**src/rtl/display_pkg.sv**
```systemverilog
// Shared types, constants and sign/magnitude helper
// for the signed display arbiter.
package display_pkg;

  typedef enum logic [1:0] {
    IDLE  = 2'd0,
    GRANT = 2'd1,
    SHOW  = 2'd2
  } state_t;

  localparam int DWELL_1S  = 50000000;
  localparam int DWELL_SIM = 4;

  // Two's complement byte to {neg, magnitude}.
  // -128 wraps to 0x80, which is exactly its magnitude.
  function automatic logic [8:0] sign_mag(input logic [7:0] v);
    logic [7:0] m;
    m = v[7] ? (~v + 8'd1) : v;
    return {v[7], m};
  endfunction

endpackage

```
**src/rtl/signed_display_arbiter_rr_pick.sv**
```systemverilog
// Round-robin priority encoder: first set req bit
// strictly after last, wrapping at N_REQ.
module rr_pick #(
  parameter int N_REQ = 4
) (
  input  logic [N_REQ-1:0] i_req,
  input  logic [2:0]       i_last,
  output logic [2:0]       o_winner,
  output logic             o_any
);

  localparam logic [N_REQ-1:0] LP_ONE =
    {{(N_REQ-1){1'b0}}, 1'b1};

  assign o_any = |i_req;

  // scan last+1 .. last+N_REQ with wrap, keep first hit
  always_comb begin
    int   idx;
    logic found;
    idx      = 0;
    found    = 1'b0;
    o_winner = '0;
    for (int k = 1; k <= N_REQ; k++) begin
      idx = int'(i_last) + k;
      if (idx >= N_REQ) idx = idx - N_REQ;
      if (!found && ((i_req >> idx) & LP_ONE) != '0) begin
        found    = 1'b1;
        o_winner = idx[2:0];
      end
    end
  end

endmodule

```
**src/rtl/signed_display_arbiter.sv**
```systemverilog
// Round-robin arbiter sharing one signed 2-digit display.
// Define DISPLAY_LIVE_UPDATE_EN to track data live in SHOW.
module signed_display_arbiter
  import display_pkg::*;
#(
  parameter int N_REQ = 4,
  parameter int DWELL = DWELL_1S,
  parameter int CW    = 26
) (
  input  logic                 i_clk,
  input  logic                 i_rst,
  input  logic [N_REQ-1:0]     i_req,
  input  logic [8*N_REQ-1:0]   i_data,
  output logic [N_REQ-1:0]     o_grant,
  output logic [2:0]           o_owner,
  output logic                 o_valid,
  output logic [7:0]           o_magnitude,
  output logic                 o_neg
);

  localparam logic [CW-1:0] LP_LAST = CW'(DWELL - 1);
  localparam logic [N_REQ-1:0] LP_ONE =
    {{(N_REQ-1){1'b0}}, 1'b1};

  state_t           r_state;
  state_t           w_next;
  logic [CW-1:0]    r_cnt;
  logic [2:0]       r_last;
  logic [N_REQ-1:0] r_grant;
  logic [2:0]       r_owner;
  logic             r_valid;
  logic [7:0]       r_mag;
  logic             r_neg;

  logic [2:0]       w_win;
  logic             w_any;
  logic [7:0]       w_win_data;
  logic [7:0]       w_own_data;
  logic             w_own_req;
  logic             w_others;
  logic             w_expire;
  logic             w_do_grant;
  logic             w_drop;
  logic             w_restart;

  rr_pick #(
    .N_REQ (N_REQ)
  ) u_pick (
    .i_req    (i_req),
    .i_last   (r_last),
    .o_winner (w_win),
    .o_any    (w_any)
  );

  // in SHOW, r_grant is the owner's one-hot bit
  assign w_own_req = |(i_req & r_grant);
  assign w_others  = |(i_req & ~r_grant);
  assign w_expire  = (r_cnt == LP_LAST);

  // byte lanes for the winner and the current owner
  always_comb begin
    w_win_data = '0;
    w_own_data = '0;
    for (int i = 0; i < N_REQ; i++) begin
      if (w_win == i[2:0])   w_win_data = i_data[8*i +: 8];
      if (r_owner == i[2:0]) w_own_data = i_data[8*i +: 8];
    end
  end

  // state register
  always_ff @(posedge i_clk or posedge i_rst) begin
    if (i_rst) r_state <= IDLE;
    else       r_state <= w_next;
  end

  // next state; owner drop outranks dwell expiry
  always_comb begin
    w_next     = r_state;
    w_do_grant = 1'b0;
    w_drop     = 1'b0;
    w_restart  = 1'b0;
    unique case (r_state)
      IDLE: begin
        if (w_any) w_next = GRANT;
      end
      GRANT: begin
        if (w_any) begin
          w_next     = SHOW;
          w_do_grant = 1'b1;
        end else begin
          w_next = IDLE;
        end
      end
      SHOW: begin
        if (!w_own_req) begin
          w_next = w_others ? GRANT : IDLE;
          w_drop = 1'b1;
        end else if (w_expire) begin
          if (w_others) begin
            w_next = GRANT;
            w_drop = 1'b1;
          end else begin
            w_restart = 1'b1;
          end
        end
      end
      default: w_next = IDLE;
    endcase
  end

  // grant, dwell counter and snapshot registers
  always_ff @(posedge i_clk or posedge i_rst) begin
    if (i_rst) begin
      r_cnt   <= '0;
      r_last  <= 3'(N_REQ - 1);
      r_grant <= '0;
      r_owner <= '0;
      r_valid <= 1'b0;
      r_mag   <= '0;
      r_neg   <= 1'b0;
    end else if (w_do_grant) begin
      r_cnt            <= '0;
      r_last           <= w_win;
      r_grant          <= LP_ONE << w_win;
      r_owner          <= w_win;
      r_valid          <= 1'b1;
      {r_neg, r_mag}   <= sign_mag(w_win_data);
    end else if (w_drop) begin
      r_cnt   <= '0;
      r_grant <= '0;
      r_valid <= 1'b0;
    end else if (w_restart) begin
      r_cnt          <= '0;
      {r_neg, r_mag} <= sign_mag(w_own_data);
    end else if (r_state == SHOW) begin
      r_cnt <= r_cnt + 1'b1;
`ifdef DISPLAY_LIVE_UPDATE_EN
      {r_neg, r_mag} <= sign_mag(w_own_data);
`endif
    end
  end

  assign o_grant     = r_grant;
  assign o_owner     = r_owner;
  assign o_valid     = r_valid;
  assign o_magnitude = r_mag;
  assign o_neg       = r_neg;

endmodule

```
**config.mk**
```make
export PLATFORM = sky130hd
export DESIGN_NAME = signed_display_arbiter
export DESIGN_NICKNAME = d
export VERILOG_FILES = /design/src/rtl/display_pkg.sv /design/src/rtl/signed_display_arbiter_rr_pick.sv /design/src/rtl/signed_display_arbiter.sv
export SDC_FILE = /design/constraint.sdc
export NUM_CORES = 1
export LEC_CHECK = 0
export BUFFER_PORTS_ARGS = -buffer_cell sky130_fd_sc_hd__buf_4
export CAP_MARGIN = 20
export CORE_ASPECT_RATIO = 1.1
export CORE_MARGIN = 4
export CORE_UTILIZATION = 45
export DETAILED_ROUTE_END_ITERATION = 10
export PLACE_DENSITY = 0.65
export SYNTH_ARGS = -nofsm -noshare
export SYNTH_HDL_FRONTEND = slang
export SYNTH_SLANG_ARGS = --single-unit
```
**constraint.sdc**
```tcl
create_clock -name i_clk -period 9.72 [get_ports i_clk]
set_input_delay 0.972 -clock i_clk [delete_from_list [all_inputs] [get_ports i_clk]]
set_output_delay 0.972 -clock i_clk [all_outputs]
set_load 0.005 [all_outputs]
```
==> impl_metrics.py, run 1 <==
metrics = {
    "grt": {
        "grt_max_degree": 48,
        "grt_pass1_wl_um": 16100,
        "antenna_found_initial": 0,
        "grt_usage_pct": 19.8,
        "grt_pass1_vias": 3365,
        "gr-total-overflow": 0,
    },
    "synthesis": {
        "netlist_instances": 436,
        "ys_top_cells_by_area": "dfrtp_1 (29%), mux2i_1 (7.1%), mux4_2 (7.1%)",
        "ys_seq_area_share_pct": 30.8,
        "syn_area_um2": 3820,
        "yosysUniqueCellTypes": 65,
        "yosys_warnings": 0,
        "synthArstFlopShare_pct": 100,
        "synth_edf_count": 0,
        "synth_ff_type": "dfrtp_1",
        "synth_area_leader_cell": "dfrtp_1",
        "synth_top_area_share_pct": 29.5,
        "ys_ff_latch": 47,
        "syn_area_per_cell_um2": 8.77,
        "syn-num-nets": 483,
    },
    "clock_network": {
        "clock_path_buffers": 2,
        "cts_buffers": 5,
        "clock_latency_ns": 0.31,
        "root_buffer": "clkbuf_8",
        "cts_max_level": 2,
        "cts.clk_slew.worst_paths_ns": 0.09,
        "post_cts_resized": 0,
        "cts_hold_buffers": 0,
        "cts_setup_buffers": 0,
        "cts_tree": "built",
        "cts_sinks": 47,
    },
    "timing": {
        "setup_tns_ns": 0,
        "rsz0062_at_grt": "no",
        "period_needed_ns": 5.04,
        "slew_headroom_pct": 38.3,
        "final-hold-violation-count": 0,
        "fin_hold_ws_ns": 0.502,
        "worstMarginPinSlew_ns": 0.923,
        "fin_crit_sh_pct": 51.8,
        "fmax_mhz": 199,
        "worst_clock_skew_ns": 0.0102,
        "finalWorstSetupSlack_ns": 4.68,
        "slew_viol_final": 0,
        "finalSetupViolations": 0,
    },
    "setup_path": {
        "startpoint_type": "flip-flop",
        "reg2reg_to": "o_magnitude[6]",
        "arrival_ns": 5.21,
        "r2r-start": "r_last[0]",
        "rrSetupSlack_ns": 4.68,
        "path_class": "flip-flop to flip-flop",
        "crit_start": "r_last[0]",
        "crit_fanout": 25,
        "reg2regPathDepth": 12,
        "critPathCaptureType": "flip-flop",
        "endpoint": "o_magnitude[6]",
        "cp_data_required_time_ns": 9.90,
    },
    "die": {
        "dieArea_um2": 10000,
        "top_level_ports": 55,
        "coreArea_um2": 8320,
        "start_util_pct": 45.9,
        "rows": 35,
        "die_y_um": 105,
        "die_w_um": 95.9,
    },
    "placement": {
        "hpwlAfterDp_um": 7090,
        "pre_cts_ws_ns": 4.69,
        "place_congestion": 0.931,
        "portBuffers": 54,
        "place_area_um2": 4260,
    },
    "cells_and_area": {
        "utilization_pct": 53.1,
        "layout.nets": 523,
        "drive_gt1_share_pct": 21.0,
        "n_antenna_cell": 0,
        "fin_area_um2": 4420,
        "area_growth_pct": 15.5,
    },
    "route": {
        "wl_per_cell_um": 15.8,
        "drtIter0Drc": 152,
        "via_count": 3367,
        "first_pass_iters": 4,
        "antenna_left": 0,
        "routed_wl_um": 9310,
        "via_per_inst": 5.73,
        "drc": 0,
    },
    "power": {
        "internal_power_mw": 0.781,
        "power.density_nw_per_um2": 329,
        "p_clk_share_pct": 11.8,
        "switchingPower_mw": 0.671,
        "swShare_pct": 46.2,
        "p_leak_nw": 1.91,
        "irDropWorstVdd_v": 0.000308,
        "p_seq_share_pct": 21.1,
        "p_comb_share_pct": 67.1,
    },
    "flow_run": {
        "cap_violations": 0,
    },
    "hold_path": {
        "holdPathStages": 2,
        "worstHoldPathType": "flip-flop to flip-flop",
    },
    "outcome": {
        "status": "finished clean",
    },
}
[cells in the mapped netlist, types with 4 or more instances]
cell and instances:
nand2b_1 5, mux2i_1 27, o21ai_0 26, buf_2 4, nor3_1 8, a31oi_1 4
nor2_1 44, a211oi_1 4, o21a_1 4, a21oi_1 18, nand3_1 21, xnor2_1 12
inv_1 16, mux4_2 12, or3_1 10, or2_2 4, xor2_1 16, clkbuf_1 14
o211ai_1 4, nand2_1 50, and2_1 4, o31ai_1 4, dfrtp_1 45, and3_1 7
ha_1 9, nand4_1 7
[metrics by stage]
step	power, mW	instances
CTS	1.46	587
global placement	1.26	579
global route	1.58	588
floorplan	1.08	436
detailed placement	1.28	579
finish	1.45	588
[power groups by stage]
| stage | sequential, mW | combinational [mW] | clock (mW) |
|---|---|---|---|
| 3_3_place_gp | 0.308 | 0.951 | 0 |
| 4_1_cts | 0.307 | 0.976 | 0.175 |
| 3_5_place_dp | 0.310 | 0.973 | 0 |
| 2_1_floorplan | 0.275 | 0.802 | 0 |
| 6_report | 0.307 | 0.975 | 0.171 |
| 5_1_grt | 0.316 | 1.07 | 0.185 |
[critical path, stage by stage (launching register included)]
cell and delay, ns:
dfstp_2 0.85, clkinv_1 0.35, ha_1 0.54, mux4_2 0.57, o21a_4 0.16, o32ai_2 0.18
o21bai_2 0.15, a2bb2oi_4 0.67, mux4_2 0.62, or2_4 0.26, o41ai_2 0.30, xor2_1 0.19
o21ai_1 0.07
[area by class of cell]
type | instances | area, µm²
fillers | 787 | 3900
multi-input cells | 349 | 2470
flip-flops and latches | 47 | 1180
repair buffers | 56 | 433
well taps | 111 | 139
clock buffers | 5 | 68.8
clock inverters | 3 | 67.6
inverters | 17 | 63.8
[registers in the layout (all words and copies together) (netlist names)]
register     count
r_state          2
r_last           3
o_grant          4
o_neg            1
o_magnitude      8
r_cnt           26
o_owner          2
o_valid          1
[metal layers]
layer	routed length, µm	part of all wire, %	global-route usage [%]	vias to the layer above
met4	154	1.7	5.49	0
met5	0	0	0	-
met3	362	3.9	2.59	13
li1	-	-	-	1653
met2	4790	51	33.1	66
met1	4010	43	26.6	1635
[worst min-delay path by stage]
stage	from	end	slack, ns
4_1_cts	r_state[0]	r_state[0]	0.51
5_1_grt	o_valid	o_valid	0.52
3_5_place_dp	o_valid	o_valid	0.49
3_3_place_gp	o_valid	o_valid	0.48
6_report	o_valid	o_valid	0.50
2_1_floorplan	r_state[0]	r_state[0]	0.46
[cells by family after synthesis]
kind of cell               synth area share (%)
AOI/OAI and AO/OA                          17.8
and+or+nand+nor                            22.1
DFF                                        30.8
muxes                                      15.3
buffers and inverters                      4.65
adders and majority gates                  2.95
xor gates and xnor gates                   6.42
[layout by cell type, fill, tap and decap left out, drive strengths merged, types with 9 or more instances in the layout]
cell type,netlist,routed
buf,9,56
nand2,51,51
dfrtp,45,45
nor2,45,45
o21ai,30,30
mux2i,28,28
nand3,21,21
a21oi,19,19
xor2,16,16
inv,16,16
mux4,12,12
xnor2,12,12
or3,10,10
ha,9,9
No activity file was read; power rests on OpenSTA's default activity.
==> inputs of run 2 (changes only) <==
--- a/config.mk
+++ b/config.mk
@@ -11,7 +11,7 @@
 export CORE_MARGIN = 4
 export CORE_UTILIZATION = 45
 export DETAILED_ROUTE_END_ITERATION = 10
-export PLACE_DENSITY = 0.65
+export PLACE_DENSITY = 0.68
 export SYNTH_ARGS = -nofsm -noshare
 export SYNTH_HDL_FRONTEND = slang
 export SYNTH_SLANG_ARGS = --single-unit
==> constraint.sdc (replaced) <==
create_clock -name i_clk -period 4.4 [get_ports i_clk]
set_input_delay 0.44 -clock i_clk [delete_from_list [all_inputs] [get_ports i_clk]]
set_output_delay 0.44 -clock i_clk [all_outputs]
set_load 0.005 [all_outputs]
==> run 2 against run 1 <==
Effect of this change: critical path depth grew 2; non-clock buffer count grew 5; sequential share of layout area is essentially flat; clock power grew 69%; cell area is essentially flat; core utilization is essentially flat; die area is the same.
==> impl_metrics.py, run 2 (synthesis gave the netlist of run 1 again) <==
metrics = {
    "grt": {
        "gr-total-overflow": 0,
        "antenna_found_initial": 0,
        "grt_max_degree": 48,
        "grt_pass1_wl_um": 15800,
        "grt_usage_pct": 19.3,
        "grt_pass1_vias": 3273,
    },
    "setup_path": {
        "reg2regPathDepth": 14,
        "reg2reg_to": "o_magnitude[4]",
        "path_class": "flip-flop to flip-flop",
        "path_delay_family": "compound AO/OA/AOI/OAI gates",
        "max_stage_delay_ns": 0.62,
        "path_buf_inv": 3,
        "rrSetupSlack_ns": 0.36,
        "critPathCaptureType": "flip-flop",
        "worstPathCellList": "inv_1, ha_1, mux4_2, o21a_4, o32ai_2, o21bai_2, a2bb2oi_4, buf_4, mux2i_1, ha_1, inv_1, o31a_1, xnor2_1, a211oi_1",
        "arrival_ns": 4.27,
        "r2r-start": "r_last[1]",
        "cp_data_required_time_ns": 4.63,
        "startpoint_type": "flip-flop",
        "crit_fanout": 24,
        "critPathSlowestCell": "dfstp_2",
    },
    "die": {
        "rows": 35,
        "start_util_pct": 45.9,
        "top_level_ports": 55,
        "die_y_um": 105,
        "die_w_um": 95.9,
        "coreArea_um2": 8320,
        "dieArea_um2": 10000,
    },
    "placement": {
        "place_area_um2": 4290,
        "portBuffers": 54,
        "place_congestion": 0.938,
        "place_inst": 583,
        "pre_cts_ws_ns": 0.356,
        "hpwlAfterDp_um": 7020,
    },
    "timing": {
        "slew_headroom_pct": 41.1,
        "setup_tns_ns": 0,
        "finalSetupViolations": 0,
        "worstMarginPinSlew_ns": 0.880,
        "worst_clock_skew_ns": 0.0142,
        "slew_viol_final": 0,
        "fmax_mhz": 247,
        "fin_crit_sh_pct": 91.9,
        "finalWorstSetupSlack_ns": 0.357,
        "period_needed_ns": 4.04,
        "rsz0062_at_grt": "no",
        "final-hold-violation-count": 0,
        "fin_hold_ws_ns": 0.495,
    },
    "route": {
        "antenna_left": 0,
        "via_per_inst": 5.75,
        "drtIter0Drc": 172,
        "first_pass_iters": 5,
        "drc": 0,
        "via_count": 3409,
        "wl_per_cell_um": 15.8,
        "routed_wl_um": 9370,
    },
    "clock_network": {
        "clock_path_buffers": 2,
        "cts_buffers": 5,
        "cts_tree": "built",
        "root_buffer": "clkbuf_8",
        "clock_latency_ns": 0.31,
        "cts_sinks": 47,
        "cts_max_level": 2,
        "cts.clk_slew.worst_paths_ns": 0.10,
    },
    "flow_run": {
        "cap_violations": 0,
    },
    "cells_and_area": {
        "layout.nets": 528,
        "layout_commonest_cell": "buf_4",
        "stdcell_count": 593,
        "area_growth_pct": 15.6,
        "regMostFlops": "r_cnt",
        "drive_gt1_share_pct": 21.6,
        "fin_area_um2": 4420,
        "nFillCells": 810,
        "largest_register_ffs": 26,
        "n_antenna_cell": 0,
        "utilization_pct": 53.1,
        "final_cell_mix": "buf_4 (59), nand2_1 (50), dfrtp_1 (45)",
    },
    "hold_path": {
        "holdPathStages": 2,
        "worstHoldStart": "o_valid",
        "worstHoldPathType": "flip-flop to flip-flop",
        "whs_endpoint": "o_valid",
    },
    "power": {
        "totalPowerFinal_mw": 3.16,
        "power.density_nw_per_um2": 715,
        "p_leak_nw": 1.91,
        "irDropWorstVdd_v": 0.000516,
    },
    "outcome": {
        "status": "finished clean",
    },
}
run 2: changes by cell type in the layout (fill, tap and decap cells not counted), sizes merged:
cell / before / now
bufinv: 2 / 0
dlygate4sd3: 0 / 1
buf: 56 / 60
clkinv: 1 / 2
clkbuf: 5 / 6
run 2: metal layers:
metal	global-route usage (%)	wire, µm	vias to the layer above
met5	0	0	-
met4	5.59	176	0
met3	2.88	333	12
met2	31.9	4770	78
met1	25.9	4090	1650
li1	-	-	1669
run 2: cell type report:
class	instances	area (µm²)	share of cell area, %
inverter	17	63.8	1.44
sequential	47	1180	26.7
clock inverter	2	16.3	0.368
timing repair buffer	61	473	10.7
multi-input combinational	349	2470	55.8
tap	111	139	3.14
clock buffer	6	82.6	1.87
run 2: repair_timing:
| item | in CTS | in global routing |
|---|---|---|
| buffers inserted | 0 | 0 |
| setup endpoints to repair | 0 | 0 |
| endpoints found under the hold margin | 0 | 4 |
| hold buffers | 0 | 1 |
| gates resized for setup | 0 | 0 |
run 2: where the power goes:
group	switching, mW	internal (mW)	total [mW]
Sequential	0.114	0.530	0.644
Clock	0.160	0.129	0.289
Combinational	1.23	1.00	2.23
run 2: worst max-delay path by stage:
stage | from | to | slack [ns] | cells after the start
2_1_floorplan | r_last[0] | o_magnitude[4] | 0.21 | 17
3_3_place_gp | r_last[1] | o_magnitude[6] | 0.47 | 14
3_5_place_dp | r_last[1] | o_magnitude[4] | 0.36 | 14
4_1_cts | r_last[1] | o_magnitude[4] | 0.35 | 14
5_1_grt | r_last[1] | o_magnitude[4] | 0.001 | 14
6_report | r_last[1] | o_magnitude[4] | 0.36 | 14
run 2: worst register-to-register path, stage by stage, from the launching register on:
cell and delay, ns:
dfstp_2 0.62, inv_1 0.14, ha_1 0.47, mux4_2 0.57
o21a_4 0.16, o32ai_2 0.17, o21bai_2 0.14, a2bb2oi_4 0.17
buf_4 0.32, mux2i_1 0.30, ha_1 0.18, inv_1 0.07
o31a_1 0.31, xnor2_1 0.13, a211oi_1 0.23
==> inputs of run 3 (changes only) <==
==> constraint.sdc (replaced) <==
create_clock -name i_clk -period 4.4 [get_ports i_clk]
set_input_delay 0.66 -clock i_clk [delete_from_list [all_inputs] [get_ports i_clk]]
set_output_delay 0.66 -clock i_clk [all_outputs]
set_load 0.005 [all_outputs]
==> run 3 against run 2 <==
Effect of this change: register-to-register slack about the same; critical path depth is the same; clock skew down 0.00071 ns; die area is the same; hold slack lost 0.27 ns; sequential power barely moved.
==> impl_metrics.py, run 3 (synthesis gave the netlist of run 1 again) <==
metrics = {
    "die": {
        "rows": 35,
        "start_util_pct": 45.9,
        "die_y_um": 105,
        "die_w_um": 95.9,
        "top_level_ports": 55,
        "coreArea_um2": 8320,
        "dieArea_um2": 10000,
    },
    "timing": {
        "slew_viol_final": 0,
        "finalWorstSetupSlack_ns": 0.358,
        "setup_tns_ns": 0,
        "fmax_mhz": 247,
        "worst_clock_skew_ns": 0.0135,
        "fin_crit_sh_pct": 91.9,
        "fin_hold_ws_ns": 0.225,
        "slew_headroom_pct": 39.9,
        "period_needed_ns": 4.04,
        "final-hold-violation-count": 0,
        "worstMarginPinSlew_ns": 0.897,
        "finalSetupViolations": 0,
        "rsz0062_at_grt": "no",
    },
    "power": {
        "switchingPower_mw": 1.50,
        "p_comb_share_pct": 70.4,
        "internal_power_mw": 1.66,
        "power.density_nw_per_um2": 716,
        "p_seq_share_pct": 20.4,
        "irDropWorstVdd_v": 0.000513,
        "p_clk_share_pct": 9.1,
        "swShare_pct": 47.4,
        "p_leak_nw": 1.91,
    },
    "clock_network": {
        "cts_hold_buffers": 0,
        "clock_latency_ns": 0.31,
        "cts_buffers": 5,
        "cts.clk_slew.worst_paths_ns": 0.10,
        "cts_tree": "built",
        "cts_sinks": 47,
        "cts_max_level": 2,
        "post_cts_resized": 0,
        "root_buffer": "clkbuf_8",
        "clock_path_buffers": 2,
        "cts_setup_buffers": 0,
    },
    "setup_path": {
        "endpoint": "o_magnitude[4]",
        "rrSetupSlack_ns": 0.36,
        "reg2reg_to": "o_magnitude[4]",
        "critPathSlowestCell": "dfstp_2",
        "critPathCaptureType": "flip-flop",
        "crit_fanout": 24,
        "cp_data_required_time_ns": 4.63,
        "max_stage_delay_ns": 0.62,
        "path_buf_inv": 3,
        "cp.depth": 14,
        "startpoint_type": "flip-flop",
        "reg2regPathDepth": 14,
        "worstPathCellList": "inv_1, ha_1, mux4_2, o21a_4, o32ai_2, o21bai_2, a2bb2oi_4, buf_4, mux2i_1, ha_1, inv_1, o31a_1, xnor2_1, a211oi_1",
        "path_delay_family": "compound AO/OA/AOI/OAI gates",
        "path_class": "flip-flop to flip-flop",
        "r2r-start": "r_last[1]",
        "arrival_ns": 4.27,
        "crit_start": "r_last[1]",
    },
    "route": {
        "first_pass_iters": 5,
        "routed_wl_um": 9360,
        "drc": 0,
        "via_per_inst": 5.76,
        "via_count": 3408,
        "wl_per_cell_um": 15.8,
        "antenna_left": 0,
        "drtIter0Drc": 164,
    },
    "grt": {
        "grt_pass1_wl_um": 15800,
        "grt_max_degree": 48,
        "grt_pass1_vias": 3273,
        "gr-total-overflow": 0,
        "grt_usage_pct": 19.3,
        "antenna_found_initial": 0,
    },
    "cells_and_area": {
        "layout.nets": 527,
        "area_growth_pct": 15.4,
        "final_cell_mix": "buf_4 (59), nand2_1 (50), dfrtp_1 (45)",
        "regMostFlops": "r_cnt",
        "layout_commonest_cell": "buf_4",
        "utilization_pct": 53.0,
        "drive_gt1_share_pct": 21.6,
        "largest_register_ffs": 26,
        "n_antenna_cell": 0,
    },
    "placement": {
        "pre_cts_ws_ns": 0.356,
        "portBuffers": 54,
        "place_congestion": 0.938,
        "hpwlAfterDp_um": 7020,
    },
    "hold_path": {
        "worstHoldPathType": "primary input to asynchronous set/reset pin",
    },
    "flow_run": {
        "cap_violations": 0,
    },
    "outcome": {
        "status": "finished clean",
    },
}
==> run 3: area by class of cell <==
| cell class | instances | area (µm²) |
|---|---|---|
| clock buffer | 6 | 82.6 |
| timing repair buffer | 60 | 463 |
| multi-input combinational | 349 | 2470 |
| clock inverter | 2 | 16.3 |
| sequential | 47 | 1180 |
| tap | 111 | 139 |
| inverter | 17 | 63.8 |
| fill | 811 | 3910 |
==> run 3: worst min-delay path by stage <==
| stage | from | to | slack [ns] |
|---|---|---|---|
| 2_1_floorplan | r_state[0] | r_state[0] | 0.46 |
| 3_3_place_gp | o_valid | o_valid | 0.47 |
| 3_5_place_dp | o_valid | o_valid | 0.47 |
| 4_1_cts | o_valid | o_valid | 0.50 |
| 5_1_grt | i_rst | r_cnt[2] | 0.22 |
| 6_report | i_rst | o_magnitude[2] | 0.23 |
==> run 3: power groups by stage <==
| stage | registers, mW | logic [mW] | clock network, mW |
|---|---|---|---|
| 3_5_place_dp | 0.654 | 2.22 | 0 |
| 5_1_grt | 0.660 | 2.48 | 0.310 |
| 4_1_cts | 0.646 | 2.23 | 0.297 |
| 2_1_floorplan | 0.608 | 1.77 | 0 |
| 6_report | 0.644 | 2.22 | 0.289 |
| 3_3_place_gp | 0.651 | 2.19 | 0 |
==> run 3: metal layers <==
metal | track usage, % | up-vias | part of all wire (%)
li1 | - | 1662 | -
met1 | 25.9 | 1648 | 43
met2 | 31.9 | 86 | 51
met3 | 2.88 | 12 | 3.6
met4 | 5.59 | 0 | 1.9
met5 | 0 | - | 0
==> run 3: through the flow <==
step           instance area (µm²)  instances  power, mW
6_report                      4410        592       3.16
5_1_grt                       4410        592       3.45
3_5_place_dp                  4290        583       2.87
3_3_place_gp                  4290        583       2.84
4_1_cts                       4390        591       3.18
2_1_floorplan                 3820        436       2.38
